### config.mk
export PLATFORM = sky130hd
export DESIGN_NAME = rom_dl_writer
export DESIGN_NICKNAME = d
export VERILOG_FILES = /design/src/rtl/rom_dl_writer.sv
export SDC_FILE = /design/constraint.sdc
export NUM_CORES = 1
export LEC_CHECK = 0
export CAP_MARGIN = 30
export CORE_ASPECT_RATIO = 1.1
export CORE_MARGIN = 1.5
export CORE_UTILIZATION = 39
export DETAILED_ROUTE_END_ITERATION = 8
export PLACE_DENSITY_LB_ADDON = 0.2
export RECOVER_POWER = 25
export SKIP_CTS_REPAIR_TIMING = 1
export SLEW_MARGIN = 20
export SYNTH_ARGS = -nofsm -noshare
export SYNTH_HDL_FRONTEND = slang
export SYNTH_SLANG_ARGS = --single-unit
### constraint.sdc
create_clock -name clk -period 4.7 [get_ports clk]
set_input_delay 0.47 -clock clk [delete_from_list [all_inputs] [get_ports clk]]
set_output_delay 0.47 -clock clk [all_outputs]
set_load 0.1 [all_outputs]
### src/rtl/rom_dl_writer.sv
// rom_dl_writer: turns an ioctl byte download into 16-bit SDRAM writes on a toggle req/ack port.
// Latency: a completing byte strobe at cycle N with an empty FIFO and idle port toggles port_req at cycle N+2.
// Backpressure: ioctl_wait rises while the word FIFO might not absorb the next push; a lost push sets sticky overflow.
// Build option: define DL_PACK_EN to merge the two byte lanes of one word into a single write.
module rom_dl_writer #(
   parameter int          FIFO_DEPTH = 4,
   parameter logic [23:0] BASE       = 24'h000000
) (
   input  logic        clk,
   input  logic        init_n,
   input  logic        ioctl_downl,
   input  logic        ioctl_wr,
   input  logic [24:0] ioctl_addr,
   input  logic [7:0]  ioctl_dout,
   output logic        ioctl_wait,
   output logic        port_req,
   input  logic        port_ack,
   output logic        port_we,
   output logic [22:0] port_a,
   output logic [1:0]  port_ds,
   output logic [15:0] port_d,
   output logic        done,
   output logic        overflow
);

   localparam int AW = (FIFO_DEPTH > 1) ? $clog2(FIFO_DEPTH) : 1;
   localparam int CW = AW + 1;
   localparam logic [CW-1:0] DEPTH_C = CW'(FIFO_DEPTH);

   typedef struct packed {
      logic [22:0] a;
      logic [1:0]  ds;
      logic [15:0] d;
   } entry_t;

   typedef enum logic {
      IDLE     = 1'b0,
      WAIT_ACK = 1'b1
   } state_t;

   // ------------------------------------------------------------------
   // Incoming byte decode
   // ------------------------------------------------------------------
   logic        wr_en;
   logic [23:0] addr_sum;
   logic [22:0] wa;
   logic        lane;
   logic        unused_addr_carry;

   assign wr_en    = ioctl_wr & ioctl_downl;
   assign addr_sum = ioctl_addr[24:1] + BASE;
   assign wa       = addr_sum[22:0];
   // The word address wraps modulo 2^23, so the top sum bit is dropped.
   assign unused_addr_carry = addr_sum[23];
   assign lane     = ioctl_addr[0];

   assign port_we = 1'b1;

   // ------------------------------------------------------------------
   // Word FIFO
   // ------------------------------------------------------------------
   entry_t        mem [FIFO_DEPTH];
   logic [AW-1:0] wr_ptr;
   logic [AW-1:0] rd_ptr;
   logic [CW-1:0] count;
   logic [CW-1:0] free;
   logic          full;
   logic          empty;
   logic          push_req;
   logic          push_ok;
   logic          pop;
   entry_t        push_dat;
   entry_t        head;
   logic          pend_busy;

   assign full  = (count == DEPTH_C);
   assign empty = (count == '0);
   assign free  = DEPTH_C - count;
   assign head  = mem[rd_ptr];
   // A pop on a full FIFO frees the slot the push lands in during the same edge.
   assign push_ok = push_req & (~full | pop);

   // FIFO storage write; contents need no reset since count gates every read
   always_ff @(posedge clk) begin
      if (push_ok) begin
         mem[wr_ptr] <= push_dat;
      end
   end

   // FIFO pointers and occupancy
   always_ff @(posedge clk or negedge init_n) begin
      if (!init_n) begin
         wr_ptr <= '0;
         rd_ptr <= '0;
         count  <= '0;
      end else begin
         if (push_ok) begin
            wr_ptr <= wr_ptr + 1'b1;
         end
         if (pop) begin
            rd_ptr <= rd_ptr + 1'b1;
         end
         case ({push_ok, pop})
            2'b10:   count <= count + 1'b1;
            2'b01:   count <= count - 1'b1;
            default: count <= count;
         endcase
      end
   end

   // Sticky flag for any entry dropped at a full FIFO
   always_ff @(posedge clk or negedge init_n) begin
      if (!init_n) begin
         overflow <= 1'b0;
      end else if (push_req && full && !pop) begin
         overflow <= 1'b1;
      end
   end

`ifdef DL_PACK_EN
   // ------------------------------------------------------------------
   // Half-word packer: holds one byte until its partner lane arrives
   // ------------------------------------------------------------------
   logic        pend_vld;
   logic [22:0] pend_a;
   logic        pend_lane;
   logic [7:0]  pend_b;
   logic        hit;
   logic        merge;
   logic        same;

   assign hit   = pend_vld && (wa == pend_a);
   assign merge = wr_en && hit && (lane != pend_lane);
   assign same  = wr_en && hit && (lane == pend_lane);
   assign pend_busy = pend_vld;

   // Decide what, if anything, the packer pushes this cycle
   always_comb begin
      push_req    = 1'b0;
      push_dat.a  = pend_a;
      push_dat.ds = pend_lane ? 2'b10 : 2'b01;
      push_dat.d  = {pend_b, pend_b};
      if (merge) begin
         push_req    = 1'b1;
         push_dat.ds = 2'b11;
         push_dat.d  = lane ? {ioctl_dout, pend_b} : {pend_b, ioctl_dout};
      end else if (wr_en && pend_vld && !same) begin
         // unrelated byte evicts the pending half-word as a single-lane write
         push_req = 1'b1;
      end else if (!ioctl_downl && pend_vld) begin
         // download ended with a lone byte still waiting for its partner
         push_req = 1'b1;
      end
   end

   // Pending half-word register
   always_ff @(posedge clk or negedge init_n) begin
      if (!init_n) begin
         pend_vld  <= 1'b0;
         pend_a    <= '0;
         pend_lane <= 1'b0;
         pend_b    <= '0;
      end else if (merge) begin
         pend_vld <= 1'b0;
      end else if (wr_en) begin
         pend_vld  <= 1'b1;
         pend_a    <= wa;
         pend_lane <= lane;
         pend_b    <= ioctl_dout;
      end else if (!ioctl_downl) begin
         pend_vld <= 1'b0;
      end
   end

   // Reserve an extra slot while a half-word might be evicted alongside a push
   assign ioctl_wait = (free <= CW'(1)) || (pend_vld && (free <= CW'(2)));
`else
   assign pend_busy = 1'b0;

   // Every accepted byte becomes its own single-lane write
   always_comb begin
      push_req    = wr_en;
      push_dat.a  = wa;
      push_dat.ds = lane ? 2'b10 : 2'b01;
      push_dat.d  = {ioctl_dout, ioctl_dout};
   end

   assign ioctl_wait = (free <= CW'(1));
`endif

   // ------------------------------------------------------------------
   // Issue FSM: one outstanding toggle request at a time
   // ------------------------------------------------------------------
   state_t state;
   state_t state_nxt;

   // State register
   always_ff @(posedge clk or negedge init_n) begin
      if (!init_n) begin
         state <= IDLE;
      end else begin
         state <= state_nxt;
      end
   end

   // Next-state: leave WAIT_ACK only once the controller echoes the toggle
   always_comb begin
      state_nxt = state;
      case (state)
         IDLE:     if (!empty) state_nxt = WAIT_ACK;
         WAIT_ACK: if (port_ack == port_req) state_nxt = IDLE;
         default:  state_nxt = IDLE;
      endcase
   end

   // Output decode: pop the FIFO head only from IDLE
   always_comb begin
      pop = (state == IDLE) && !empty;
   end

   // Request port registers, held stable for the whole WAIT_ACK
   always_ff @(posedge clk or negedge init_n) begin
      if (!init_n) begin
         port_req <= 1'b0;
         port_a   <= '0;
         port_ds  <= '0;
         port_d   <= '0;
      end else if (pop) begin
         port_req <= ~port_req;
         port_a   <= head.a;
         port_ds  <= head.ds;
         port_d   <= head.d;
      end
   end

   // ------------------------------------------------------------------
   // Completion pulse, once per download after everything has drained
   // ------------------------------------------------------------------
   logic dl_seen;

   // A fresh download re-arms the pulse and defers it until its own end
   always_ff @(posedge clk or negedge init_n) begin
      if (!init_n) begin
         dl_seen <= 1'b0;
         done    <= 1'b0;
      end else begin
         done <= 1'b0;
         if (ioctl_downl) begin
            dl_seen <= 1'b1;
         end else if (dl_seen && !pend_busy && empty && (state == IDLE)) begin
            done    <= 1'b1;
            dl_seen <= 1'b0;
         end
      end
   end

endmodule

## Yosys cells after proc, flatten, opt, wreduce, memory -nomap -nowiden

Memory sizes are Yosys's and may differ from the RTL's. A register that Yosys moved wholly into a read port is not among the register bits.
Cells that the tools add are included.

- Register bits: 12
- RAM bits: 164
- Input port bits: 38
- Output and inout bits: 46
- Logic and storage cells: 47
- Memories kept: 1

Memory list:

| memory | words | width | rd ports | clocked after Yosys merged registers in | write ports | RTL line | source |
|---|---|---|---|---|---|---|---|
| mem | 4 | 41 | 1 | 1 | 1 | 62 | `entry_t mem [FIFO_DEPTH];` |

- Add/subtract/negate cells: 5
- Magnitude comparators: 1
- Eq/ne operators: 4
- Muxes and demuxes: 11
- Bitwise gates (word level): 6
- Reduce and logical (&&, ||, !) cells: 11

Operators by type and width:

| kind | number |
|---|---|
| $mux W1 | 8 |
| $pmux W3 S2 | 1 |
| $logic_and A1 B1 Y1 | 5 |
| $add A2 B1 Y2 const B | 2 |
| $reduce_bool A2 Y1 | 2 |
| $add A3 B1 Y3 const B | 1 |
| $eq A3 B3 Y1 const B | 1 |
| $le A3 B1 Y1 const B | 1 |
| $logic_not A1 Y1 | 3 |
| $logic_not A3 Y1 | 1 |
| $not A1 Y1 | 3 |
| $sub A3 B1 Y3 const B | 1 |
| $sub A3 B3 Y3 const A | 1 |
| $and A1 B1 Y1 | 2 |
| $eq A2 B1 Y1 const B | 1 |
| $eq A2 B2 Y1 const B | 1 |
| $mux W2 | 1 |
| $pmux W1 S2 | 1 |
| $eq A1 B1 Y1 | 1 |
| $or A1 B1 Y1 | 1 |

## Logic depth before layout (Yosys ltp)

Gate-level depths: netlist of the first run.

- Word-level depth: 7
- Gate-level depth with buffers: 13
- Depth with buffers taken out: 12

## Worst setup path after synthesis of the first run

Ideal clock, no wire load.

- Kind: reg2reg
- Start point: register count[0]
- End point: memory mem[0][10] in the netlist's numbering (enable)
- Library setup time: 0.393 ns
- Arrival time: 2.301 ns
- Data required time: 4.307 ns
- Slack: 2.005 ns
- Stages on the path, launching flop included: 8
- Buffers on the path: 1
- Period minus slack after synthesis: 2.695 ns
- Path through: dfrtp_1 inv_1 ha_1 ha_1 or2_4 buf_6 a21oi_4 and2_1

- Word-level cells in the longest chain between the ends: 7
- Elaborated cells on any way between the ends: 9
- Those cells by class: 1 x eq/ne; 2 x mux; 3 x bitwise; 3 x reduce/logical

RTL lines:

| what | RTL line | source |
|---|---|---|
| start: declaration | 65 | `logic [CW-1:0] count;` |
| start signal: assignment | 104 | `2'b10: count <= count + 1'b1;` |
| start signal: assignment | 105 | `2'b01: count <= count - 1'b1;` |
| start signal: assignment | 106 | `default: count <= count;` |
| $logic_not A3 Y1 | 77 | `assign empty = (count == '0);` |
| $logic_not A1 Y1 | 218 | `pop = (state == IDLE) && !empty;` |
| $logic_and A1 B1 Y1 | 218 |  |
| $or A1 B1 Y1 * | 81 | `assign push_ok = push_req & (~full \| pop);` |
| $and A1 B1 Y1 * | 81 |  |
| $mux W1 * | 85 | `if (push_ok) begin` |
| $mux W1 (implied by the code) * | 86 | `mem[wr_ptr] <= push_dat;` |
| end: declaration | 62 |  |

Every way passes the cells marked *; elsewhere a longest branch is shown, timed or not.

## Final worst setup path of the first run

- Start point: register count[0]
- End point: output ioctl_wait

- Word-level cells in the longest chain between the ends: 2

RTL lines:

| what | RTL line | source |
|---|---|---|
| $sub A3 B3 Y3 | 78 | `assign free = DEPTH_C - count;` |
| $le A3 B1 Y1 | 188 | `assign ioctl_wait = (free <= CW'(1));` |
| end: declaration | 15 | `output logic ioctl_wait,` |

Every way passes these cells.

==> results.md, run 1 <==
- Most frequent CP cell: ha_1
- Min-Delay Path Class: register to register
- Routed wire length: 12,880 µm
- Dominant cells by area after synthesis: edfxtp_1 (58%), dfrtp_1 (17%), mux2i_1 (9.9%)
- Pre-CTS WS: 1792 ps
- Clock H-tree levels: 4
- Fin util: 49.48%
- Layout cells sized above 1: 11.34%
- CTS tree: yes
- EDFF count, synth: 132
- Die Ht: 141.4 µm
- Synthesized cell area: 0.006790 mm²
- DRT Pass-1 Iters: 4
- First-pass GRT wire length: 19,540 µm
- DR iter-0 viols: 228
- Clk sink count: 177
- Grt ovf: 0
- Effective utilization at floorplan: 39.90%
- Post-DRT Antenna Nets: 0
- Max stage delay on crit path: 1130 ps
- Final Hold Viols: 0
- IO buf count: 81
- Finish-stage setup viols: 0
- F_max: 319.4 MHz
- Crit-path cells: inv_1, ha_1, ha_1, o21a_1, clkdlybuf4s50_1
- Failing checks: capacitance limit, slew limit
- CP Data Required Time: 4230 ps
- Mean Syn Cell Area: 17.64 µm²
- Synth cell count leaders: edfxtp_1 (132), mux2i_1 (67), dfrtp_1 (45)
- Post-synthesis sequential area ratio: 74.96%
- RSZ-0062 raised after global routing: no
- Worst-Skew Late Latency: 420 ps
- RePlAce Congestion: 0.6995
- Synth Flop Type: edfxtp_1
- Setup TNS Final: 0 ps
- Max_slew headroom: -91.52%
- Netlist cell types: 30
- Clock Skew: 6.552 ps
- Fill count: 1,448
- Most frequent cell after synthesis: edfxtp_1
- Antenna violations before repair: 2
- Fin. max-slew vios: 46
- Outcome: finished with violations
- M3 GR Usage: 3.356%
- Routed WL per cell: 18.12 µm
- Vias in the first global route: 3,529
- Slowest stage cell, crit path: clkdlybuf4s50_1
- CP max FO: 4
- Worst-case hold slack: 469.0 ps
- Worst-path clk slew: 60 ps
- HPWL Detailed: 7361 µm
- Register area: 0.005094 mm²
- Synth-to-Final Area Change: 23.99%
- GRT met2 Usage: 25.02%
- Crit Path Category: register to primary output
- Most Crowded Layer GR: met2
- Final nets: 512
- Worst setup EP type: primary output
- Syn_nets: 433
- Grt met1 use: 18.77%
- Largest net degree at the start of global routing: 46
- CTS buffer count: 17
- Area of the multi-input gates: 0.001474 mm²
- CP arrival: 2660 ps
- Register bit count reported by yosys: 177
- Syn. warnings: 0
- Via/cell ratio: 4.913
- Tot GR Track Use: 14.98%
- Row count: 50
- Deepest clock path buffer count: 2
- CTS root buf: clkbuf_16
- Synth top area share: 58.37%
- Max cap viols: 1
- DRC viols: 0
- Core area: 0.01702 mm²
- Die extent in x: 128.8 µm
- Fin crit share: 66.62%
- Tmin final: 3131 ps
- Final WS setup: 1569 ps
- Vias: 3,493
- Area leader, netlist: edfxtp_1
- Num ports: 84
- Synth Instances: 385
- Total die area: 0.01821 mm²
- Slew at the pin with the worst max-slew slack: 2873 ps
- CP Launch Type: register
- Synth async-reset ratio: 25.42%
==> registers in the layout (all words and copies together), names as in the netlist, 2 cells and up <==
register / count
mem: 132
rd_ptr: 2
port_ds: 2
port_a: 23
wr_ptr: 2
port_d: 8
count: 3
==> worst paths after layout <==
path | slack [ps] | startpoint | depth (start not counted) | to
setup / recovery | 1570 | count[0] | 5 | ioctl_wait
hold / removal | 470 | overflow | 1 | overflow
setup reg to reg | 1840 | count[0] | 7 | mem[0][21]
hold reg to reg | 470 | overflow | 1 | overflow
max in group asynchronous | 1610 | init_n | 2 | rd_ptr[1]
min in group asynchronous | 1080 | init_n | 2 | count[1]
==> layout by cell type, fill, tap and decap left out, drive strengths merged, types with 2 or more instances in the layout <==
master / Yosys / final
and2: 4 / 4
buf: 26 / 7
clkbuf: 2 / 22
clkdlybuf4s50: 0 / 65
clkinv: 0 / 5
clkinvlp: 0 / 3
dfrtp: 45 / 45
dlygate4sd3: 0 / 15
edfxtp: 132 / 132
ha: 9 / 9
inv: 9 / 10
mux2i: 67 / 67
nand2: 37 / 37
nor2: 2 / 2
o221ai: 33 / 33
xnor2: 6 / 6
==> per-stage QoR <==
step                      cells  cell area [µm²]
final                       711             8419
after global routing        711             8419
after detailed placement    678             7838
after global placement      673             7707
after floorplan             385             6790
after CTS                   709             8393
==> final cells by class <==
type | instances | share of cell area, %
well taps | 234 | 3.477
diodes | 1 | 0.02972
clock inverters | 10 | 1.011
flip-flops and latches | 177 | 60.50
repair buffers | 88 | 11.49
inverters | 9 | 0.4012
clock buffers | 21 | 5.588
multi-input cells | 171 | 17.51
==> cell families (layout without fill, tap and decap cells) <==
| logic type | after synthesis | in the layout | share of synthesized area (%) |
|---|---|---|---|
| buf+inv | 37 | 128 | 3.427 |
| other cells | 1 | 2 | 0.05523 |
| compound gates | 38 | 38 | 5.620 |
| fa+ha+maj | 10 | 10 | 1.953 |
| mux | 68 | 68 | 10.10 |
| simple gates | 47 | 47 | 2.985 |
| xor+xnor | 7 | 7 | 0.9029 |
| flops | 177 | 177 | 74.96 |
==> critical path: cells and delay by family, from the launching register on <==
kind / cells / cell delay [ps]
AO/OA/AOI/OAI: 1 / 110
flip-flops: 1 / 400
adder cells (fa/ha/maj): 2 / 510
buffers and inverters: 2 / 1230
==> routing by layer <==
metal / wire (µm) / up-vias
li1: - / 1620
met5: 16 / -
met1: 5636 / 1776
met3: 423 / 18
met4: 262 / 2
met2: 6543 / 77
Power of run 1 is not shown: default switching activity piles up to over one toggle a cycle in this logic, so the estimate is an artifact.
==> inputs of run 2 (changes only) <==
Clock period 4.7 ns to 3.1 ns, I/O delays scaled along.
==> results.md, run 2 (same netlist as run 1, synthesis figures left out) <==
- Outcome: completed
- Effective utilization at floorplan: 39.90%
- F_max: 397.7 MHz
- Final cell count without fillers: 718
- Clk sink count: 177
- Row count: 50
- Clock H-tree levels: 4
- Setup TNS Final: 0 ps
- Clock Skew: 8.758 ps
- Register area: 0.005094 mm²
- First-pass GRT wire length: 20,730 µm
- Final Hold Viols: 0
- Vias in the first global route: 3,729
- Post-DRT Antenna Nets: 0
- Ant. Diodes: 0
- DRC viols: 0
- IO buf count: 81
- Vias: 3,528
- Post-DP Area: 0.007787 mm²
- Worst-case hold slack: 390.5 ps
- Placed instance count: 684
- Worst setup EP type: register
- Num ports: 84
- Core area: 0.01702 mm²
- CTS buffer count: 17
- Routed wire length: 13,300 µm
- Commonest cells after routing, fill and taps aside: edfxtp_1 (132), mux2i_1 (67), clkdlybuf4s50_1 (49)
- Grt ovf: 0
- Beginning of the critical path: count[0]
- RSZ-0062 raised after global routing: no
- Final instance area: 0.008384 mm²
- CP max FO: 10
- Worst-Skew Late Latency: 430 ps
- DR iter-0 viols: 127
- HPWL Detailed: 8006 µm
- Final nets: 519
- Routed WL per cell: 18.52 µm
- Slew at the pin with the worst max-slew slack: 978.5 ps
- CP Data Required Time: 3410 ps
- Max cap viols: 0
- Via/cell ratio: 4.914
- CTS tree: yes
- Number of flip-flops in the largest register: 132
- Tmin final: 2515 ps
- Max_slew headroom: 34.56%
- Die Ht: 141.4 µm
- Largest Register: mem
- Worst-path clk slew: 70 ps
- Area of the multi-input gates: 0.001474 mm²
- Total die area: 0.01821 mm²
- Fill count: 1,487
- Crit Path Category: register to register
- CP Launch Type: register
- Tot GR Track Use: 15.63%
- Most common cell after layout, fill and taps aside: edfxtp_1
- Min-Delay Path Class: primary input to async pin
- R2r setup slk: 590 ps
- Die extent in x: 128.8 µm
- Largest net degree at the start of global routing: 49
- CP arrival: 2820 ps
- DRT Pass-1 Iters: 4
- Deepest clock path buffer count: 2
- Finish-stage setup viols: 0
- Fin crit share: 81.12%
- Layout cells sized above 1: 14.05%
- RePlAce Congestion: 0.7189
- CTS root buf: clkbuf_16
- Synth-to-Final Area Change: 23.48%
- Antenna violations before repair: 0
- Start of the worst register-to-register path: count[0]
- Fin. max-slew vios: 0
- Top Registers: mem: 132 flops, port_a: 23 flops, port_d: 8 flops
==> run 2: path summary, 6_finish.rpt <==
kind / endpoint / cells past startpoint
max: count[2] / 12
min: port_a[13] / 2
max reg2reg: count[2] / 12
min reg2reg: overflow / 1
max in group asynchronous: port_a[12] / 3
min in group clk: overflow / 1
==> run 2: stage by stage <==
| stage | util, % | setup WS, ps |
|---|---|---|
| 3_5_place_dp | 45.76 | 575.3 |
| 5_1_grt | 49.27 | 340.6 |
| 3_3_place_gp | 45.76 | 595.2 |
| 4_1_cts | 49.05 | 547.3 |
| 6_report | 49.27 | 585.2 |
| 2_1_floorplan | - | 405.5 |
==> run 2: routing by layer <==
metal  vias to the layer above  wire [µm]  track usage [%]
li1                       1625          -                -
met1                      1817       5800            19.33
met2                        75       6870            26.60
met3                        11        468            4.186
met4                         0        159            5.145
met5                         -          0                0
==> run 2: critical path, stage by stage, from the launching register on <==
cell and delay (ps):
dfrtp_1 410, inv_1 100, ha_1 220, ha_1 220, or2_4 320, a21oi_4 270
inv_1 70, ha_1 220, inv_1 70, fa_1 170, xor2_1 140, nor2_1 60
xnor2_1 120
==> run 2: final cells by class <==
| class | count | share of cell area (%) |
|---|---|---|
| sequential | 177 | 60.75 |
| multi-input combinational | 171 | 17.58 |
| timing repair buffer | 95 | 11.10 |
| clock buffer | 18 | 5.119 |
| tap | 234 | 3.492 |
| clock inverter | 14 | 1.552 |
| inverter | 9 | 0.4029 |
Power of run 2 is left out for the same reason.
==> inputs of run 3 (changes only) <==
Clock period 3.1 ns to 2.1 ns, I/O delays scaled along.
==> results.md, run 3 (same netlist as run 1, synthesis figures left out) <==
- Outcome: completed
- Clock H-tree levels: 4
- Worst-Skew Late Latency: 430 ps
- Crit-path cells: inv_2, ha_4, ha_4, or2_4, a21oi_4, inv_2, ha_4, inv_2, fa_2, mux2i_1
- Deepest clock path buffer count: 2
- Clk sink count: 177
- Num ports: 84
- R2r setup slk: 50 ps
- CTS root buf: clkbuf_16
- Ant. Diodes: 0
- DR iter-0 viols: 142
- Core area: 0.01702 mm²
- F_max: 487.3 MHz
- Min-Delay Path Class: primary input to async pin
- Effective utilization at floorplan: 39.90%
- R2r endpoint: count[1]
- Die Ht: 141.4 µm
- Post-DRT Antenna Nets: 0
- Tot GR Track Use: 15.03%
- Max stage delay on crit path: 410 ps
- RSZ-0062 raised after global routing: yes
- Final nets: 534
- Cells on worst reg2reg path: 10
- Routed WL per cell: 17.52 µm
- First-pass GRT wire length: 20,120 µm
- Worst setup EP type: register
- Fin. max-slew vios: 0
- CTS buffer count: 17
- Crit Path Category: register to register
- Die extent in x: 128.8 µm
- Number of flip-flops in the largest register: 132
- CP Launch Type: register
- DRT Pass-1 Iters: 4
- Commonest cells after routing, fill and taps aside: edfxtp_1 (132), mux2i_1 (67), buf_4 (62)
- Antenna violations before repair: 0
- DRC viols: 0
- IO buf count: 81
- Max_slew headroom: 54.81%
- Via/cell ratio: 4.849
- Row count: 50
- Final Hold Viols: 0
- Fin util: 50.33%
- Layout cells sized above 1: 25.65%
- Tmin final: 2052 ps
- Largest net degree at the start of global routing: 68
- Top Registers: mem: 132 flops, port_a: 23 flops, port_d: 8 flops
- Most common cell after layout, fill and taps aside: edfxtp_1
- CTS tree: yes
- Placed instance count: 696
- HPWL Detailed: 7478 µm
- Slowest stage cell, crit path: fa_2
- Final cell count without fillers: 733
- Grt ovf: 0
- Routed wire length: 12,840 µm
- Largest Register: mem
- RePlAce Congestion: 0.6736
- Vias: 3,554
- Clock Skew: 12.18 ps
- Vias in the first global route: 3,639
- Fin crit share: 97.73%
- CP arrival: 2390 ps
- Max cap viols: 0
- Synth-to-Final Area Change: 26.13%
- CP max FO: 4
- Start of the worst register-to-register path: count[1]
- CP Data Required Time: 2440 ps
- Finish-stage setup viols: 0
- Worst-path clk slew: 60 ps
- Slew at the pin with the worst max-slew slack: 677.8 ps
- Total die area: 0.01821 mm²
-- run 3: changes by cell type in the layout (fill, tap and decap cells not counted), sizes merged --
cell / change
bufinv: +1
dlygate4sd3: +1
clkdlybuf4s50: -40
buf: +54
clkinv: +2
inv: -4
clkbuf: +1
-- run 3: cell type report --
type | instances | area (µm²)
Timing Repair Buffer | 110 | 1051
Clock inverter | 13 | 138.9
Inverter | 9 | 36.28
Clock buffer | 19 | 432.9
Fill cell | 1444 | 8452
Tap cell | 234 | 292.8
Multi-Input combinational cell | 171 | 1519
Sequential cell | 177 | 5094
-- run 3: how the worst max path moves through the flow --
stage                to  depth (start not counted)      from  slack (ps)
6_report       count[1]                         10  count[1]          50
5_1_grt        count[2]                         11  count[0]         -50
4_1_cts        count[2]                         11  count[1]         -70
3_5_place_dp   count[2]                         11  count[1]         -50
3_3_place_gp   count[2]                         11  count[1]          -5
2_1_floorplan  count[2]                         13  count[0]        -140
-- run 3: through the flow --
stage | setup TNS, ps | hold WS [ps] | instance area [µm²] | setup WS (ps)
2_1_floorplan | -267.7 | -85.59 | 6830 | -144.2
3_3_place_gp | -5.451 | 285.3 | 7940 | -5.451
3_5_place_dp | -49.42 | 296.4 | 7940 | -49.42
4_1_cts | -67.40 | -154.2 | 8512 | -67.40
5_1_grt | -101.2 | 413.2 | 8564 | -50.66
6_report | 0 | 369.7 | 8564 | 47.73
-- run 3: per-layer routing --
layer / GRT usage [%] / share of wire [%] / routed length, µm / up-vias
met3: 4.035 / 3.6 / 467 / 16
met5: 0 / 0 / 0 / -
met1: 19.37 / 46 / 5882 / 1798
met2: 24.66 / 49 / 6312 / 81
met4: 5.086 / 1.4 / 178 / 0
li1: - / - / - / 1659
-- run 3: critical path: cells and delay by family (launching register included) --
kind	cells	cell delay, ps
compound gates	1	140
fa+ha+maj	4	880
buf+inv	3	170
flops	1	360
mux	1	140
simple gates	1	280
Power of run 3 is left out for the same reason.
